## config.mk

```make
export PLATFORM = sky130hd
export DESIGN_NAME = ee354_move_arbiter
export DESIGN_NICKNAME = d
export VERILOG_FILES = /design/src/rtl/ee354_move_arbiter.sv
export SDC_FILE = /design/constraint.sdc
export NUM_CORES = 1
export LEC_CHECK = 0
export CELL_PAD_IN_SITES_DETAIL_PLACEMENT = 2
export CELL_PAD_IN_SITES_GLOBAL_PLACEMENT = 2
export CORE_UTILIZATION = 34
export DETAILED_ROUTE_END_ITERATION = 16
export PLACE_DENSITY_LB_ADDON = 0.1
export RECOVER_POWER = 25
export SYNTH_ARGS = -nofsm -noshare
export SYNTH_HDL_FRONTEND = slang
export SYNTH_SLANG_ARGS = --single-unit
```

## constraint.sdc

```tcl
create_clock -name Clk -period 2.36 [get_ports Clk]
set_input_delay 0.236 -clock Clk [delete_from_list [all_inputs] [get_ports Clk]]
set_output_delay 0.236 -clock Clk [all_outputs]
set_load 0.01 [all_outputs]
```

## src/rtl/ee354_move_arbiter.sv

```systemverilog
// ee354_move_arbiter: synchronises and debounces the four direction buttons and
// hands the 2048 game FSM exactly one valid/ready move command per physical press.
module ee354_move_arbiter #(
   parameter int DEBOUNCE_CYCLES = 4,
   parameter int CNT_W           = 3,
   parameter int MOVES_W         = 16
) (
   input  logic               Clk,
   input  logic               Reset_n,
   input  logic               BtnU,
   input  logic               BtnD,
   input  logic               BtnL,
   input  logic               BtnR,
   input  logic               game_active,
   input  logic               move_ready,
   input  logic               move_done,
   input  logic               count_clr,
   output logic               move_valid,
   output logic [1:0]         move_dir,
   output logic               busy,
   output logic [MOVES_W-1:0] move_count
);

   typedef enum logic [2:0] {
      IDLE         = 3'd0,
      DEBOUNCE     = 3'd1,
      ISSUE        = 3'd2,
      WAIT_DONE    = 3'd3,
      WAIT_RELEASE = 3'd4
   } state_t;

   localparam logic [CNT_W-1:0]   CntLast  = CNT_W'(DEBOUNCE_CYCLES - 1);
   localparam logic [CNT_W-1:0]   CntOne   = CNT_W'(1);
   localparam logic [MOVES_W-1:0] CountMax = '1;
   localparam logic [MOVES_W-1:0] CountOne = MOVES_W'(1);

   state_t             state;
   logic [CNT_W-1:0]   cnt;
   logic [1:0]         dirR;
   logic [3:0]         btnMeta;
   logic [3:0]         btnS;
   logic               acceptS;

   // Button vectors are packed {U, D, L, R}; the first set bit from the top wins.
   function automatic logic [1:0] pickDir(input logic [3:0] b);
      logic [1:0] d;
      if (b[3]) begin
         d = 2'b00;
      end else if (b[2]) begin
         d = 2'b01;
      end else if (b[1]) begin
         d = 2'b10;
      end else begin
         d = 2'b11;
      end
      return d;
   endfunction

   function automatic logic btnOf(input logic [3:0] b, input logic [1:0] d);
      logic v;
      case (d)
         2'b00:   v = b[3];
         2'b01:   v = b[2];
         2'b10:   v = b[1];
         default: v = b[0];
      endcase
      return v;
   endfunction

   assign busy    = (state != IDLE);
   assign acceptS = (state == ISSUE) && move_valid && move_ready;

   // Two-flop synchroniser for the asynchronous button pins.
   always_ff @(posedge Clk or negedge Reset_n) begin
      if (!Reset_n) begin
         btnMeta <= 4'b0000;
         btnS    <= 4'b0000;
      end else begin
         btnMeta <= {BtnU, BtnD, BtnL, BtnR};
         btnS    <= btnMeta;
      end
   end

   // Move FSM: debounce the captured button, offer the move, then wait for done and release.
   always_ff @(posedge Clk or negedge Reset_n) begin
      if (!Reset_n) begin
         state      <= IDLE;
         cnt        <= '0;
         dirR       <= 2'b00;
         move_valid <= 1'b0;
         move_dir   <= 2'b00;
      end else begin
         case (state)
            IDLE: begin
               if (game_active && (btnS != 4'b0000)) begin
                  dirR  <= pickDir(btnS);
                  cnt   <= '0;
                  state <= DEBOUNCE;
               end else begin
                  state <= IDLE;
               end
            end
            DEBOUNCE: begin
               if (!btnOf(btnS, dirR)) begin
                  state <= IDLE;
               end else if (!game_active) begin
                  cnt   <= '0;
                  state <= WAIT_RELEASE;
               end else if (cnt == CntLast) begin
                  move_valid <= 1'b1;
                  move_dir   <= dirR;
                  state      <= ISSUE;
               end else begin
                  cnt <= cnt + CntOne;
               end
            end
            ISSUE: begin
               // An accepted handshake takes precedence over game_active falling.
               if (move_ready) begin
                  move_valid <= 1'b0;
                  cnt        <= '0;
                  state      <= move_done ? WAIT_RELEASE : WAIT_DONE;
               end else if (!game_active) begin
                  move_valid <= 1'b0;
                  cnt        <= '0;
                  state      <= WAIT_RELEASE;
               end else begin
                  state <= ISSUE;
               end
            end
            WAIT_DONE: begin
               if (move_done) begin
                  cnt   <= '0;
                  state <= WAIT_RELEASE;
               end else begin
                  state <= WAIT_DONE;
               end
            end
            WAIT_RELEASE: begin
               if (btnS != 4'b0000) begin
                  cnt <= '0;
               end else if (cnt == CntLast) begin
                  state <= IDLE;
               end else begin
                  cnt <= cnt + CntOne;
               end
            end
            default: begin
               move_valid <= 1'b0;
               cnt        <= '0;
               state      <= IDLE;
            end
         endcase
      end
   end

   // Accepted-move counter: saturates, and a clear beats a same-cycle increment.
   always_ff @(posedge Clk or negedge Reset_n) begin
      if (!Reset_n) begin
         move_count <= '0;
      end else if (count_clr) begin
         move_count <= '0;
      end else if (acceptS && (move_count != CountMax)) begin
         move_count <= move_count + CountOne;
      end else begin
         move_count <= move_count;
      end
   end

endmodule

```

==> results of run 1 <==
through the flow:
stage          cells  utilization, %  cell area (µm²)  hold WS [ns]
3_3_place_gp     290            41.8             2330         0.335
6_report         298            43.3             2410         0.349
4_1_cts          298            43.3             2410         0.358
2_1_floorplan    194               -             1980       -0.0596
3_5_place_dp     290            41.8             2330         0.349
5_1_grt          298            43.3             2410         0.366
sequential cells by signal, summed over array words and instances (netlist names):
signal / count
move_count: 16
state: 3
btnMeta: 4
cnt: 3
btnS: 4
move_valid: 1
dirR: 2
move_dir: 2
synthesized netlist by cell type (all sizes together) (3+ instances only):
| cell type | count |
|---|---|
| a211oi | 5 |
| buf | 5 |
| nand2 | 13 |
| and3 | 3 |
| a21oi | 6 |
| dfrtp | 35 |
| nand2b | 6 |
| nand3 | 12 |
| a2111oi | 5 |
| o21ai | 4 |
| o31ai | 3 |
| or4 | 4 |
| nand4 | 3 |
| clkbuf | 5 |
| mux2 | 16 |
| nor4 | 3 |
| nor2 | 17 |
| nor2b | 20 |
routing by layer:
layer,global-route usage (%),wire [µm],share of wire [%],up-vias
met5,0,0,0,-
met4,5.00,48,0.93,0
met3,3.37,133,2.6,6
met2,33.5,2680,52,24
met1,21.6,2320,45,805
li1,-,-,-,775
cell type report:
type / instances / area, µm²
Inverter: 2 / 7.51
Fill cell: 593 / 3160
Clock buffer: 6 / 72.6
Multi-Input combinational cell: 147 / 1030
Tap cell: 72 / 90.1
Sequential cell: 35 / 876
Clock inverter: 2 / 12.5
Timing Repair Buffer: 34 / 325
logic make-up after synthesis:
family | Yosys count | share of synthesized area, %
simple gates | 92 | 27.2
flops | 35 | 44.2
compound gates | 35 | 12.7
buf+inv | 12 | 3.86
fa+ha+maj | 2 | 1.26
mux | 18 | 10.7
report_power, final:
part / switching [µW] / internal [µW] / total [µW]
sequential: 65.4 / 648 / 714
clock: 224 / 206 / 430
combinational: 199 / 179 / 378
worst max path at each step:
| stage | from | endpoint |
|---|---|---|
| 2_1_floorplan | move_count[0] | move_count[5] |
| 3_3_place_gp | move_ready | move_count[12] |
| 3_5_place_dp | move_ready | move_count[11] |
| 4_1_cts | btnS[2] | cnt[0] |
| 5_1_grt | btnS[2] | cnt[0] |
| 6_report | move_ready | move_count[9] |
==> metrics.yaml, run 1 <==
clk_pin_slew_ns: 0.08
path_depth: 5
setup_slack_ns: 0.321
tns_ns: 0
io_pins: 30
synth_fp_nets: 206
first_global_vias: 1801
critPathTopFamily: "compound AO/OA/AOI/OAI gates"
p_leak_uw: 0.000977
ys_types: 45
insertion_delay_ns: 0.29
final_cell_mix: "35 x dfrtp_1, 24 x clkdlybuf4s50_1, 20 x nor2b_1"
synth_seq_cells: 35
fin_crit_sh_pct: 86.4
netlist.area_leader.share_pct: 44.2
hpwl_um: 3790
drv_slew: 0
avgRoutedWirePerCell_um: 17.4
timing.rr.end: "cnt[0]"
first_pass_iters: 4
grt_pass1_wl_um: 8770
reg2reg_slack_ns: 0.33
cp_max_fo: 11
postCtsSetupBuffers: 0
layout_commonest_cell: "dfrtp_1"
die_x_um: 78.3
track_usage_pct: 18.2
drv_cap: 0
wirelength_um: 5190
crit_chain: "clkdlybuf4s50_1, nor2b_1, nand4_4, a2111oi_0, mux2_2"
min_to: "btnS[2]"
cts_buffer_depth: 2
slowest_stage: "a2111oi_0"
postSynthCellCount: 194
synth.avg_cell_area_um2: 10.2
syn_area_um2: 1980
total_power_uw: 1520
worst_ir_drop_vdd_mv: 0.313
gp_congestion: 0.767
period_minus_slack_ns: 2.04
core-area_um2: 5570
grt_antenna_before_repair: 0
hold_buffers: 0
vias_per_cell: 5.40
worst-path-buf-inv: 1
ant_nets: 0
r2r_start: "btnS[2]"
max_slew_margin_pct: 39.9
tightestPinTransition_ns: 0.901
critPathCaptureType: "flip-flop"
drt_iter0_drc: 58
initial_core_util_pct: 35.5
rsz0062_at_grt: "no"
layout.nets: 237
overflow: 0
synth_edf_count: 0
hold_viol: 0
core.rowCount: 27
dieArea_um2: 6130
fmax_ghz: 0.490
dp_slack_ns: 0.0196
setup_viol: 0
ys_warn_count: 0
reg2reg_depth: 4
cts.repair.resized: 0
port_buffers: 29
required_ns: 2.53
p_per_area_nw_per_um2: 631
syn_to_final_growth_pct: 21.8
drc: 0
crit_type: "in2reg"
die_height_um: 78.3
synth_top_cell_by_area: "dfrtp_1"
cp_slowest_stage_delay_ns: 0.55
h-tree-depth: 2
diodes: 0
skew_ns: 0.00584
cp.arrival_ns: 2.21
cts_buffers: 5
cts.sink_count: 35
outcome: "finished, final reports clean"
grt_max_degree: 36
seq_area_frac_synth_pct: 44.2
synth_flop_cell: "dfrtp_1"
cts_tree: "done"
vias: 1610
min_path_cells: 0
cts_root_buf: "clkbuf_8"
hold_start: "btnMeta[2]"
async_flop_share_pct: 100
worstSetupStartpointType: "input pin"
hp-class: "reg2reg"
drive_above_1_share_pct: 16.8
synthTopCellsByArea: "dfrtp_1 44%, mux2_2 9.1%, nor2b_1 6.3%"
(Power assumes the default switching activity.)
==> inputs of run 2 (changes only) <==
Settings changed: ABC_CLOCK_PERIOD_IN_PS from default to 2360.
==> results of run 2 <==
The final DEF is identical to that of run 1; final timing and power are the same.
